File: config.mk
export PLATFORM = sky130hd
export DESIGN_NAME = id_stage_sb_flat
export DESIGN_NICKNAME = d
export VERILOG_FILES = /design/src/rtl/id_stage_sb_if.sv /design/src/rtl/id_stage_sb.sv /design/src/flat_wrapper.sv
export SDC_FILE = /design/constraint.sdc
export NUM_CORES = 2
export LEC_CHECK = 0
export BUFFER_PORTS_ARGS = -buffer_cell sky130_fd_sc_hd__buf_2
export CAP_MARGIN = 0
export CORE_AREA = 2 2 410 412
export CTS_CLUSTER_SIZE = 24
export DETAILED_ROUTE_END_ITERATION = 10
export DIE_AREA = 0 0 412 414
export GPL_TIMING_DRIVEN = 1
export HOLD_SLACK_MARGIN = 0.1
export PLACE_DENSITY = 0.85
export SLEW_MARGIN = 20
export SYNTH_ARGS = -nofsm -noshare
export SYNTH_HDL_FRONTEND = slang
export SYNTH_SLANG_ARGS = --single-unit
File: constraint.sdc
create_clock -name clk -period 10.9 [get_ports clk]
set_input_delay 1.635 -clock clk [delete_from_list [all_inputs] [get_ports clk]]
set_output_delay 1.635 -clock clk [all_outputs]
set_load 0.1 [all_outputs]
File: src/rtl/id_stage_sb_if.sv
// IF/EX/WB-facing signal bundle of the scoreboarded decode stage.
// The stage itself takes the slave view; its neighbours drive the master view.
interface id_stage_sb_if #(
    parameter int XLEN = 64
);
    logic            in_valid;
    logic            in_ready;
    logic [XLEN-1:0] in_pc;
    logic [31:0]     in_instr;

    logic            out_valid;
    logic            out_ready;
    logic [XLEN-1:0] out_pc;
    logic [31:0]     out_instr;
    logic [XLEN-1:0] out_rs1_data;
    logic [XLEN-1:0] out_rs2_data;
    logic [XLEN-1:0] out_imm;
    logic [4:0]      out_rd_idx;
    logic            out_wben;

    logic            wb_done;
    logic            wb_wren;
    logic [4:0]      wb_rd_idx;
    logic [XLEN-1:0] wb_data;

    logic            flush;

    modport master (
        output in_valid, in_pc, in_instr, out_ready,
        output wb_done, wb_wren, wb_rd_idx, wb_data, flush,
        input  in_ready, out_valid, out_pc, out_instr,
        input  out_rs1_data, out_rs2_data, out_imm, out_rd_idx, out_wben
    );

    modport slave (
        input  in_valid, in_pc, in_instr, out_ready,
        input  wb_done, wb_wren, wb_rd_idx, wb_data, flush,
        output in_ready, out_valid, out_pc, out_instr,
        output out_rs1_data, out_rs2_data, out_imm, out_rd_idx, out_wben
    );
endinterface

File: src/rtl/id_stage_sb.sv
// RV64I decode stage with register file, per-register writer scoreboard and registered output slice.
// Optional macro ID_SB_WB_BYPASS_EN forwards same-cycle writeback data and lets that retirement clear a hazard.
module id_stage_sb #(
    parameter int              XLEN     = 64,
    parameter int              SB_CNT_W = 2,
    parameter logic [XLEN-1:0] RESET_PC = '0
) (
    input logic          clk,
    input logic          rst,
    id_stage_sb_if.slave bus
);
    localparam int EFF_W = SB_CNT_W + 1;
    localparam logic [SB_CNT_W-1:0] SB_MAX = '1;

    localparam logic [6:0] OP_LUI    = 7'b0110111;
    localparam logic [6:0] OP_AUIPC  = 7'b0010111;
    localparam logic [6:0] OP_JAL    = 7'b1101111;
    localparam logic [6:0] OP_JALR   = 7'b1100111;
    localparam logic [6:0] OP_BRANCH = 7'b1100011;
    localparam logic [6:0] OP_LOAD   = 7'b0000011;
    localparam logic [6:0] OP_STORE  = 7'b0100011;
    localparam logic [6:0] OP_IMM    = 7'b0010011;
    localparam logic [6:0] OP_IMM32  = 7'b0011011;
    localparam logic [6:0] OP_REG    = 7'b0110011;
    localparam logic [6:0] OP_REG32  = 7'b0111011;

    logic [6:0]      w_opcode;
    logic [4:0]      w_rs1Idx;
    logic [4:0]      w_rs2Idx;
    logic [4:0]      w_rdIdx;
    logic            w_usesRs1;
    logic            w_usesRs2;
    logic            w_writesRd;
    logic [XLEN-1:0] w_imm;

    logic                r_outValid;
    logic [XLEN-1:0]     r_outPc;
    logic [31:0]         r_outInstr;
    logic [XLEN-1:0]     r_outRs1;
    logic [XLEN-1:0]     r_outRs2;
    logic [XLEN-1:0]     r_outImm;
    logic [4:0]          r_outRdIdx;
    logic                r_outWben;
    logic [XLEN-1:0]     r_regFile [32];
    logic [SB_CNT_W-1:0] r_sb [32];

    logic [SB_CNT_W-1:0] w_sbNext [32];
    logic [EFF_W-1:0]    w_eff [32];
    logic [31:0]         w_inc;
    logic [31:0]         w_dec;
    logic                w_issue;
    logic                w_hazard;
    logic                w_inReady;
    logic                w_accept;
    logic                w_wbWrite;
    logic [XLEN-1:0]     w_rs1Data;
    logic [XLEN-1:0]     w_rs2Data;

    assign w_opcode = bus.in_instr[6:0];
    assign w_rdIdx  = bus.in_instr[11:7];
    assign w_rs1Idx = bus.in_instr[19:15];
    assign w_rs2Idx = bus.in_instr[24:20];

    always_comb begin
        w_usesRs1  = 1'b0;
        w_usesRs2  = 1'b0;
        w_writesRd = 1'b0;
        w_imm      = '0;
        case (w_opcode)
            OP_LUI, OP_AUIPC: begin
                w_writesRd = 1'b1;
                w_imm      = {{(XLEN-32){bus.in_instr[31]}}, bus.in_instr[31:12], 12'b0};
            end
            OP_JAL: begin
                w_writesRd = 1'b1;
                w_imm      = {{(XLEN-21){bus.in_instr[31]}}, bus.in_instr[31], bus.in_instr[19:12],
                              bus.in_instr[20], bus.in_instr[30:21], 1'b0};
            end
            OP_JALR, OP_LOAD, OP_IMM, OP_IMM32: begin
                w_usesRs1  = 1'b1;
                w_writesRd = 1'b1;
                w_imm      = {{(XLEN-12){bus.in_instr[31]}}, bus.in_instr[31:20]};
            end
            OP_BRANCH: begin
                w_usesRs1 = 1'b1;
                w_usesRs2 = 1'b1;
                w_imm     = {{(XLEN-13){bus.in_instr[31]}}, bus.in_instr[31], bus.in_instr[7],
                             bus.in_instr[30:25], bus.in_instr[11:8], 1'b0};
            end
            OP_STORE: begin
                w_usesRs1 = 1'b1;
                w_usesRs2 = 1'b1;
                w_imm     = {{(XLEN-12){bus.in_instr[31]}}, bus.in_instr[31:25], bus.in_instr[11:7]};
            end
            OP_REG, OP_REG32: begin
                w_usesRs1  = 1'b1;
                w_usesRs2  = 1'b1;
                w_writesRd = 1'b1;
            end
            default: begin
                w_usesRs1 = 1'b0;
            end
        endcase
    end

    assign w_issue   = r_outValid & bus.out_ready;
    assign w_wbWrite = bus.wb_done & bus.wb_wren & (bus.wb_rd_idx != 5'd0);

    // An issue and a retirement on the same register cancel; a retirement on an idle counter is dropped.
    always_comb begin
        w_inc = '0;
        w_dec = '0;
        for (int i = 0; i < 32; i++) begin
            w_inc[i]    = w_issue & r_outWben & (r_outRdIdx == 5'(i));
            w_dec[i]    = bus.wb_done & (bus.wb_rd_idx == 5'(i));
            w_sbNext[i] = r_sb[i];
            if (w_inc[i] && !w_dec[i]) begin
                w_sbNext[i] = r_sb[i] + 1'b1;
            end else if (w_dec[i] && !w_inc[i] && (r_sb[i] != '0)) begin
                w_sbNext[i] = r_sb[i] - 1'b1;
            end
`ifdef ID_SB_WB_BYPASS_EN
            w_eff[i] = {1'b0, w_sbNext[i]};
`else
            w_eff[i] = {1'b0, r_sb[i]} + EFF_W'(w_inc[i]);
`endif
        end
    end

    assign w_hazard  = (w_usesRs1 & (w_rs1Idx != 5'd0) & (w_eff[w_rs1Idx] != '0))
                     | (w_usesRs2 & (w_rs2Idx != 5'd0) & (w_eff[w_rs2Idx] != '0))
                     | (w_writesRd & (w_rdIdx != 5'd0) & (w_eff[w_rdIdx] == {1'b0, SB_MAX}));
    assign w_inReady = ~bus.flush & (~r_outValid | bus.out_ready) & ~w_hazard;
    assign w_accept  = bus.in_valid & w_inReady;

    always_comb begin
        w_rs1Data = '0;
        w_rs2Data = '0;
        if (w_usesRs1 && (w_rs1Idx != 5'd0)) begin
            w_rs1Data = r_regFile[w_rs1Idx];
`ifdef ID_SB_WB_BYPASS_EN
            if (w_wbWrite && (bus.wb_rd_idx == w_rs1Idx)) begin
                w_rs1Data = bus.wb_data;
            end
`endif
        end
        if (w_usesRs2 && (w_rs2Idx != 5'd0)) begin
            w_rs2Data = r_regFile[w_rs2Idx];
`ifdef ID_SB_WB_BYPASS_EN
            if (w_wbWrite && (bus.wb_rd_idx == w_rs2Idx)) begin
                w_rs2Data = bus.wb_data;
            end
`endif
        end
    end

    always_ff @(posedge clk) begin
        if (!rst && w_wbWrite) begin
            r_regFile[bus.wb_rd_idx] <= bus.wb_data;
        end
    end

    always_ff @(posedge clk) begin
        for (int i = 0; i < 32; i++) begin
            if (rst) begin
                r_sb[i] <= '0;
            end else begin
                r_sb[i] <= w_sbNext[i];
            end
        end
    end

    // Flush wins over accept (in_ready is low during flush); content is held under backpressure.
    always_ff @(posedge clk) begin
        if (rst) begin
            r_outValid <= 1'b0;
            r_outPc    <= RESET_PC;
            r_outInstr <= 32'h0000_0013;
            r_outRs1   <= '0;
            r_outRs2   <= '0;
            r_outImm   <= '0;
            r_outRdIdx <= '0;
            r_outWben  <= 1'b0;
        end else if (bus.flush) begin
            r_outValid <= 1'b0;
        end else if (w_accept) begin
            r_outValid <= 1'b1;
            r_outPc    <= bus.in_pc;
            r_outInstr <= bus.in_instr;
            r_outRs1   <= w_rs1Data;
            r_outRs2   <= w_rs2Data;
            r_outImm   <= w_imm;
            r_outRdIdx <= w_writesRd ? w_rdIdx : 5'd0;
            r_outWben  <= w_writesRd & (w_rdIdx != 5'd0);
        end else if (w_issue) begin
            r_outValid <= 1'b0;
        end
    end

    assign bus.in_ready     = w_inReady;
    assign bus.out_valid    = r_outValid;
    assign bus.out_pc       = r_outPc;
    assign bus.out_instr    = r_outInstr;
    assign bus.out_rs1_data = r_outRs1;
    assign bus.out_rs2_data = r_outRs2;
    assign bus.out_imm      = r_outImm;
    assign bus.out_rd_idx   = r_outRdIdx;
    assign bus.out_wben     = r_outWben;
endmodule

File: src/flat_wrapper.sv
// flat-port wrapper written by rule: the top's interface ports become plain ports
module id_stage_sb_flat 
#(
    parameter int              XLEN     = 64,
    parameter int              SB_CNT_W = 2,
    parameter logic [XLEN-1:0] RESET_PC = '0
)
  (clk, rst, bus_in_valid, bus_in_pc, bus_in_instr, bus_out_ready, bus_wb_done, bus_wb_wren, bus_wb_rd_idx, bus_wb_data, bus_flush, bus_in_ready, bus_out_valid, bus_out_pc, bus_out_instr, bus_out_rs1_data, bus_out_rs2_data, bus_out_imm, bus_out_rd_idx, bus_out_wben);
  id_stage_sb_if #(.XLEN(XLEN)) bus_i ();
  input logic clk;
  input logic rst;
  input wire logic [$bits(bus_i.in_valid)-1:0] bus_in_valid;
  input wire logic [$bits(bus_i.in_pc)-1:0] bus_in_pc;
  input wire logic [$bits(bus_i.in_instr)-1:0] bus_in_instr;
  input wire logic [$bits(bus_i.out_ready)-1:0] bus_out_ready;
  input wire logic [$bits(bus_i.wb_done)-1:0] bus_wb_done;
  input wire logic [$bits(bus_i.wb_wren)-1:0] bus_wb_wren;
  input wire logic [$bits(bus_i.wb_rd_idx)-1:0] bus_wb_rd_idx;
  input wire logic [$bits(bus_i.wb_data)-1:0] bus_wb_data;
  input wire logic [$bits(bus_i.flush)-1:0] bus_flush;
  output wire logic [$bits(bus_i.in_ready)-1:0] bus_in_ready;
  output wire logic [$bits(bus_i.out_valid)-1:0] bus_out_valid;
  output wire logic [$bits(bus_i.out_pc)-1:0] bus_out_pc;
  output wire logic [$bits(bus_i.out_instr)-1:0] bus_out_instr;
  output wire logic [$bits(bus_i.out_rs1_data)-1:0] bus_out_rs1_data;
  output wire logic [$bits(bus_i.out_rs2_data)-1:0] bus_out_rs2_data;
  output wire logic [$bits(bus_i.out_imm)-1:0] bus_out_imm;
  output wire logic [$bits(bus_i.out_rd_idx)-1:0] bus_out_rd_idx;
  output wire logic [$bits(bus_i.out_wben)-1:0] bus_out_wben;
  assign bus_i.in_valid = bus_in_valid;
  assign bus_i.in_pc = bus_in_pc;
  assign bus_i.in_instr = bus_in_instr;
  assign bus_i.out_ready = bus_out_ready;
  assign bus_i.wb_done = bus_wb_done;
  assign bus_i.wb_wren = bus_wb_wren;
  assign bus_i.wb_rd_idx = bus_wb_rd_idx;
  assign bus_i.wb_data = bus_wb_data;
  assign bus_i.flush = bus_flush;
  assign bus_in_ready = bus_i.in_ready;
  assign bus_out_valid = bus_i.out_valid;
  assign bus_out_pc = bus_i.out_pc;
  assign bus_out_instr = bus_i.out_instr;
  assign bus_out_rs1_data = bus_i.out_rs1_data;
  assign bus_out_rs2_data = bus_i.out_rs2_data;
  assign bus_out_imm = bus_i.out_imm;
  assign bus_out_rd_idx = bus_i.out_rd_idx;
  assign bus_out_wben = bus_i.out_wben;
  id_stage_sb #(.XLEN(XLEN), .SB_CNT_W(SB_CNT_W), .RESET_PC(RESET_PC)) u_core (.clk(clk), .rst(rst), .bus(bus_i));
endmodule
* Word-level counts from Yosys, hierarchy flattened
Memories as Yosys holds them, arrays and structs flattened. Cells that the tools add are included.
Word-level totals: bits of input ports 172, word-level logic and storage cells 632, output and inout port bits 296, memories 2, flip-flop bits (word level) 295, RAM bits 2112
Operators by class: order comparisons 3, add/subtract/negate cells 96, reduce and logical (&&, ||, !) cells 212, mux-type cells 119, bitwise operators 118, eq/ne operators 74
Memories:
- u_core.r_regFile | depth 32, width 64, rd ports 2, clocked after Yosys merged registers in 0, write ports 1, RTL line id_stage_sb.sv:44 | logic [XLEN-1:0] r_regFile [32];
- u_core.r_sb | depth 32, width 2, rd ports 32, clocked after Yosys merged registers in 0, write ports 32, RTL line id_stage_sb.sv:45 | logic [SB_CNT_W-1:0] r_sb [32];
Operator list (number):
- 64-bit one-hot mux with 5 select lines | 1
- 2-bit two-way mux | 96
- 5-bit == test (second input constant) | 32
- 64-bit two-way mux | 2
- 1-bit logical AND | 99
- 2-bit by 1-bit adder with 3-bit output | 32
- 5-bit by 4-bit == test with 1-bit output (second input constant) | 16
- 1-bit bitwise AND | 77
- 2-bit nonzero test | 33
- 1-bit logical NOT | 65
- 2-bit by 1-bit adder with 2-bit output (second input constant) | 32
- 2-bit by 1-bit subtractor with 2-bit output (second input constant) | 32
- 3-bit binary-select mux with 5-bit select | 3
- 5-bit by 3-bit == test with 1-bit output (second input constant) | 8
- 1-bit OR | 35
- 7-bit by 6-bit == test with 1-bit output (second input constant) | 4
- 7-bit by 5-bit == test with 1-bit output (second input constant) | 3
- 7-bit == test (second input constant) | 3
- 5-bit by 2-bit == test with 1-bit output (second input constant) | 4
- 5-bit nonzero test | 4
- 6-bit >= comparator (second input constant) | 3
- 3-bit two-way mux | 6
- 5-bit NOT with 6-bit output | 3
- 5-bit by 1-bit == test with 1-bit output (second input constant) | 2
- 12 further kinds | 27

* Longest topological paths before layout
depth in word-level cells 15, depth in mapped cells 16, gate-level depth less buffers 11

* Worst setup path before layout
Ideal clock, no wire load.
kind input-to-output, from in bus_out_ready, to out bus_in_ready, arrival time 5170 ps, required time 9265 ps, stages 14, slack 4095 ps, path buffers 3, path through nand4b_1 clkbuf_1 nor3_1 ha_1 ha_1 nor3_1 mux2i_1 a311o_1 a211o_1 o32a_1 buf_4 clkbuf_1 nor2_1 and4b_1
Between the ends: word-level cells in the longest chain between the ends 13, elaborated cells on any way between the ends 87, those cells by class 32 x add/sub; 1 x eq/ne; 9 x mux; 43 x bitwise; 2 x reduce/logical
RTL lines:
- from (decl) | RTL line flat_wrapper.sv:15 | input wire logic [$bits(bus_i.out_ready)-1:0] bus_out_ready;
- 1-bit bitwise AND | RTL line id_stage_sb.sv:106 | assign w_issue = r_outValid & bus.out_ready;
- 1-bit bitwise AND (2 in a row) | RTL line id_stage_sb.sv:114 | w_inc[i] = w_issue & r_outWben & (r_outRdIdx == 5'(i));
- 2-bit by 1-bit adder with 3-bit output | RTL line id_stage_sb.sv:125 | w_eff[i] = {1'b0, r_sb[i]} + EFF_W'(w_inc[i]);
- 3-bit binary-select mux with 5-bit select, on equally long branches | RTL line id_stage_sb.sv:130, id_stage_sb.sv:131
- 3-bit two-way mux, on equally long branches (2 in a row) | RTL line id_stage_sb.sv:130, id_stage_sb.sv:131
- 3-bit nonzero test, on equally long branches | RTL line id_stage_sb.sv:130, id_stage_sb.sv:131
- 1-bit bitwise AND, on equally long branches | RTL line id_stage_sb.sv:130, id_stage_sb.sv:131
- 1-bit OR | RTL line id_stage_sb.sv:131 | | (w_usesRs2 & (w_rs2Idx != 5'd0) & (w_eff[w_rs2Idx] != '0))
- 1-bit OR | RTL line id_stage_sb.sv:132 | | (w_writesRd & (w_rdIdx != 5'd0) & (w_eff[w_rdIdx] == {1'b0, SB_MAX}));
- 1-bit NOT | RTL line id_stage_sb.sv:133 | assign w_inReady = ~bus.flush & (~r_outValid | bus.out_ready) & ~w_hazard;
- 1-bit bitwise AND * | RTL line id_stage_sb.sv:133
- to (decl) | RTL line flat_wrapper.sv:21 | output wire logic [$bits(bus_i.in_ready)-1:0] bus_in_ready;
Mark *: on every way between the ends. The rest lies on a longest branch, timed or not. The select of a mux whose other input is x is not followed.

* Worst setup path after layout
Ends and elaborated chain as after synthesis.

==> impl_results.rst <==
.. list-table::
   :header-rows: 1

   * - Metric
     - Value
   * - Run status
     - complete, no violations
   * - Worst Path Class, Setup
     - input pin to primary output
   * - Fraction of final layout cells sized beyond drive strength 1
     - between 30% and 40%
   * - Min Clock Period, post-route
     - 7.83 ns
   * - Count of endpoints failing hold in the final timing report
     - 0
   * - Yosys reg bits
     - 2375
   * - Worst Hold Depth
     - 2
   * - Number of antenna violations at the first check in global routing
     - 34
   * - Max_slew headroom
     - a little under an eighth
   * - Wirelength per Cell
     - between 40 and 50 µm
   * - Count of H-tree levels built during CTS
     - 4
   * - Number of vias per cell
     - 8.65
   * - Cell area after placement
     - ~110000 µm²
   * - Die Outline Area
     - 171000 µm²
   * - Gate power share
     - 8.8%
   * - Post-route total power
     - 0.0201 W
   * - Final RePlAce weighted congestion
     - approximately 0.88
   * - Power per cell area
     - 164 nW/µm²
   * - Seq pwr share
     - roughly half
   * - WP data required
     - ~9.3 ns
   * - I/O pin count
     - roughly 470
   * - Detailed Route Iter0 Violations
     - about 16000
   * - Max Root-Sink Buffers
     - 3
   * - Leading area contributor after synthesis
     - sky130_fd_sc_hd__edfxtp_1
   * - Number of global-route vias before repair
     - 74100
   * - Clock tree root buffer cell
     - sky130_fd_sc_hd__clkbuf_16
   * - Crit share post-route
     - between 70% and 80%
   * - Maximum net fanout on the critical path
     - 100
   * - Number of warnings issued by yosys
     - 0
   * - Largest cells by area after synthesis
     - sky130_fd_sc_hd__edfxtp_1 56%, sky130_fd_sc_hd__mux4_2 26%, sky130_fd_sc_hd__dfxtp_1 5.9%, sky130_fd_sc_hd__mux2i_1 1.3%, sky130_fd_sc_hd__nand4_1 1.3%
   * - Share of Yosys cell area claimed by the top area cell type
     - a little under three fifths
   * - Unique masters post-synth
     - 75
   * - Maximum capacitance violations
     - 0
   * - CTS sink cnt
     - 2375
   * - Maximum number of pins on one net before global-route repair
     - about 160
   * - Unrepaired setup endpoints after global routing
     - false
   * - Setup_tns
     - 0 ns
   * - Number of cells on the worst reg-to-reg path
     - 14
   * - Most common cell in the synthesized netlist
     - sky130_fd_sc_hd__edfxtp_1
   * - Clock-pin slew on the worst setup and hold paths
     - 0.06 ns
   * - Sw Share
     - between 20% and 30%
   * - Cell internal pwr
     - between 0.015 and 0.02 W
   * - Final worst clock skew
     - ~0.053 ns
   * - Leftover overflow at the end of global routing
     - 0
   * - Area added between synthesis and finish
     - 11.0%
   * - Routed wl met3
     - around 66000 µm
   * - Cell family with most CP delay
     - simple AND/OR/NAND/NOR gates
   * - Largest incremental delay on the critical path
     - 0.69 ns
   * - Drt drc
     - 0
   * - Dominant synthesized flop cell
     - sky130_fd_sc_hd__edfxtp_1
   * - Count of pins over their slew limit
     - 0
   * - Clk network pwr share
     - a little over two fifths
   * - Cts hold-fix bufs
     - 0
   * - Worst hold path type
     - flip-flop to flip-flop
   * - Die Y-Extent
     - slightly above 400 µm
   * - Clock latency of the later-clocked register in the worst-skew pair
     - approximately 0.93 ns
   * - Total vias in the final route
     - approximately 76000
   * - Total global-route track usage
     - 45.0%
   * - Initial Utilization
     - 66.5%
   * - Leakage power
     - 39.8 nW
   * - Category of the worst setup path launch point
     - input pin
   * - Buffering stage count on the worst path with inverters included
     - 3
   * - Overall die width
     - 412 µm
   * - Critical Path Slowest Stage Cell
     - sky130_fd_sc_hd__nand4b_1
   * - HPWL after DPL
     - roughly 190000 µm
   * - Data arrival time of the worst path
     - approximately 6.2 ns
   * - Layout Nets
     - ~6500
   * - Wire length of the first global-routing pass
     - ~540000 µm
   * - Wire length the detailed router placed on met1
     - between 100000 and 150000 µm
   * - Netlist area before placement
     - approximately 110000 µm²
   * - Synthesized area divided by synthesized cell count
     - between 15 and 20 µm²
   * - Crit. path cell count
     - 14
   * - TritonCTS clock tree
     - built
   * - Highest clock frequency the design can meet
     - roughly 130 MHz
   * - Buffers inserted by post-CTS timing repair
     - 0
   * - Floorplan core area
     - between 150000 and 200000 µm²
   * - Register area share after synthesis
     - 61.5%
   * - Met2 Wirelength
     - between 150000 and 200000 µm
   * - Wire length reported by the detailed router
     - ~400000 µm
   * - Kind of end point of the critical path
     - primary output
   * - Count of TritonRoute iterations in the first routing pass
     - 10
   * - Proportion of register bits with asynchronous set or reset after synthesis
     - 0%
   * - Cell count after synthesis
     - roughly 6000
   * - Highest routing layer actually used
     - met5
   * - Worst slew pin tran
     - between 1 and 1.5 ns
   * - Number of setup violations in the final report
     - 0
   * - Layout Cell Area excl Fill
     - 123000 µm²
   * - Worst voltage drop across the vdd grid
     - just over 0.2 mV
   * - Post-detailed-route count of antenna-violating nets
     - 0
   * - Top cell types by occurrence after synthesis
     - 2048 x sky130_fd_sc_hd__edfxtp_1, 1285 x sky130_fd_sc_hd__mux4_2, 327 x sky130_fd_sc_hd__dfxtp_1
   * - Switching component of the power
     - just under 0.005 W
   * - CP Cell Sequence
     - buf_2 > nand4b_1 > nor3_1 > ha_1 > ha_1 > nor4b_1 > o21ai_0 > and3_1 > o31a_1 > o32a_2 > buf_4 > nor2_1 > and4b_1 > buf_2
   * - Number of CTS-inserted buffers
     - roughly 230
   * - Post-synth EDFFs
     - about 2000
   * - Count of input and output buffers
     - 467
   * - Post-CTS sizing
     - 0
   * - Number of placement rows
     - 150
==> routing by layer <==
metal | vias to the layer above | track usage (%)
met5 | - | 0
met4 | 38 | 34.6
met3 | 3023 | 15.5
met2 | 9711 | 67.4
met1 | 36700 | 54.2
li1 | 26100 | -
==> per-stage QoR <==
step                setup slack [ns]  util (%)  hold WS (ns)  std cells
floorplan                       4.10         -         0.529       6039
global placement                3.27      69.1         0.441       8277
detailed placement              3.17      69.1         0.448       8277
CTS                             3.17      73.7         0.459       8703
global route                    2.84      73.8         0.476       8722
finish                          3.07      73.8         0.458       8732
==> path summary, 6_finish.rpt <==
kind | startpoint | end | slack [ns]
hold reg to reg | u_core.bus.out_rs2_data[10] | u_core.bus.out_rs2_data[10] | 0.46
hold / removal | u_core.bus.out_rs2_data[10] | u_core.bus.out_rs2_data[10] | 0.46
setup reg to reg | u_core.bus.out_rd_idx[4] | u_core.bus.out_rs2_data[51] | 4.64
setup / recovery | bus_out_ready | bus_in_ready | 3.07
==> power groups by stage <==
| stage | registers, W | clock network [W] | logic, W |
|---|---|---|---|
| 2_1_floorplan | 0.0104 | 0 | 0.000984 |
| 3_3_place_gp | 0.0102 | 0 | 0.00161 |
| 3_5_place_dp | 0.0102 | 0 | 0.00165 |
| 4_1_cts | 0.00998 | 0.00829 | 0.00170 |
| 5_1_grt | 0.00999 | 0.00862 | 0.00181 |
| 6_report | 0.00999 | 0.00838 | 0.00177 |
==> tightest hold or removal path, delay by kind of cell (launching register included) <==
family | cells | cell delay (ns)
flops | 1 | 0.31
compound gates | 1 | 0.06
simple gates | 1 | 0.05
==> placed cells by master, fill, tap and decap left out, drive strengths merged, types with 5 or more instances in the layout <==
cell / count
bufinv: 20
clkinvlp: 10
nand4b: 17
nor4b: 5
nor2b: 9
nor2: 179
nand4: 223
a31oi: 27
nor4: 24
and4b: 8
or2: 8
inv: 42
nor3: 155
o21ai: 167
nand2b: 19
nand2: 156
o21a: 65
mux4: 1285
mux2i: 145
diode: 27
ha: 64
or3: 5
a21oi: 148
a31o: 9
conb: 64
nand3b: 9
buf: 593
o31ai: 90
or4bb: 8
dfxtp: 327
edfxtp: 2048
clkinv: 76
clkbuf: 319
nand3: 56
a211oi: 63
==> registers in the layout, summed over array words and instances (netlist names) <==
signal                   cells
u_core.bus.out_imm          32
u_core.bus.out_instr        32
u_core.bus.out_pc           64
u_core.bus.out_rd_idx        5
u_core.bus.out_rs1_data     64
u_core.bus.out_rs2_data     64
u_core.bus.out_valid         1
u_core.bus.out_wben          1
u_core.r_regFile          2048
u_core.r_sb                 64
==> final cells by class <==
type	instances	area, µm²
Sequential cell	2375	68000
Multi-Input combinational cell	3066	40400
Inverter	39	151
Timing Repair Buffer	595	3590
Fill cell	8677	43500
Antenna cell	27	67.6
Tap cell	2204	2760
Clock buffer	317	6490
Clock inverter	109	1240
==> cells by family (layout without fill, tap and decap cells) <==
group | count (synthesis) | in the layout | share of synthesized area (%)
compound gates | 607 | 607 | 3.57
mux | 1431 | 1431 | 27.5
buf+inv | 598 | 1060 | 2.43
simple gates | 900 | 900 | 4.28
fa+ha+maj | 64 | 64 | 0.724
other cells | 1 | 91 | 0.00339
flops | 2375 | 2375 | 61.5
Power figures use the tool's default switching activity.
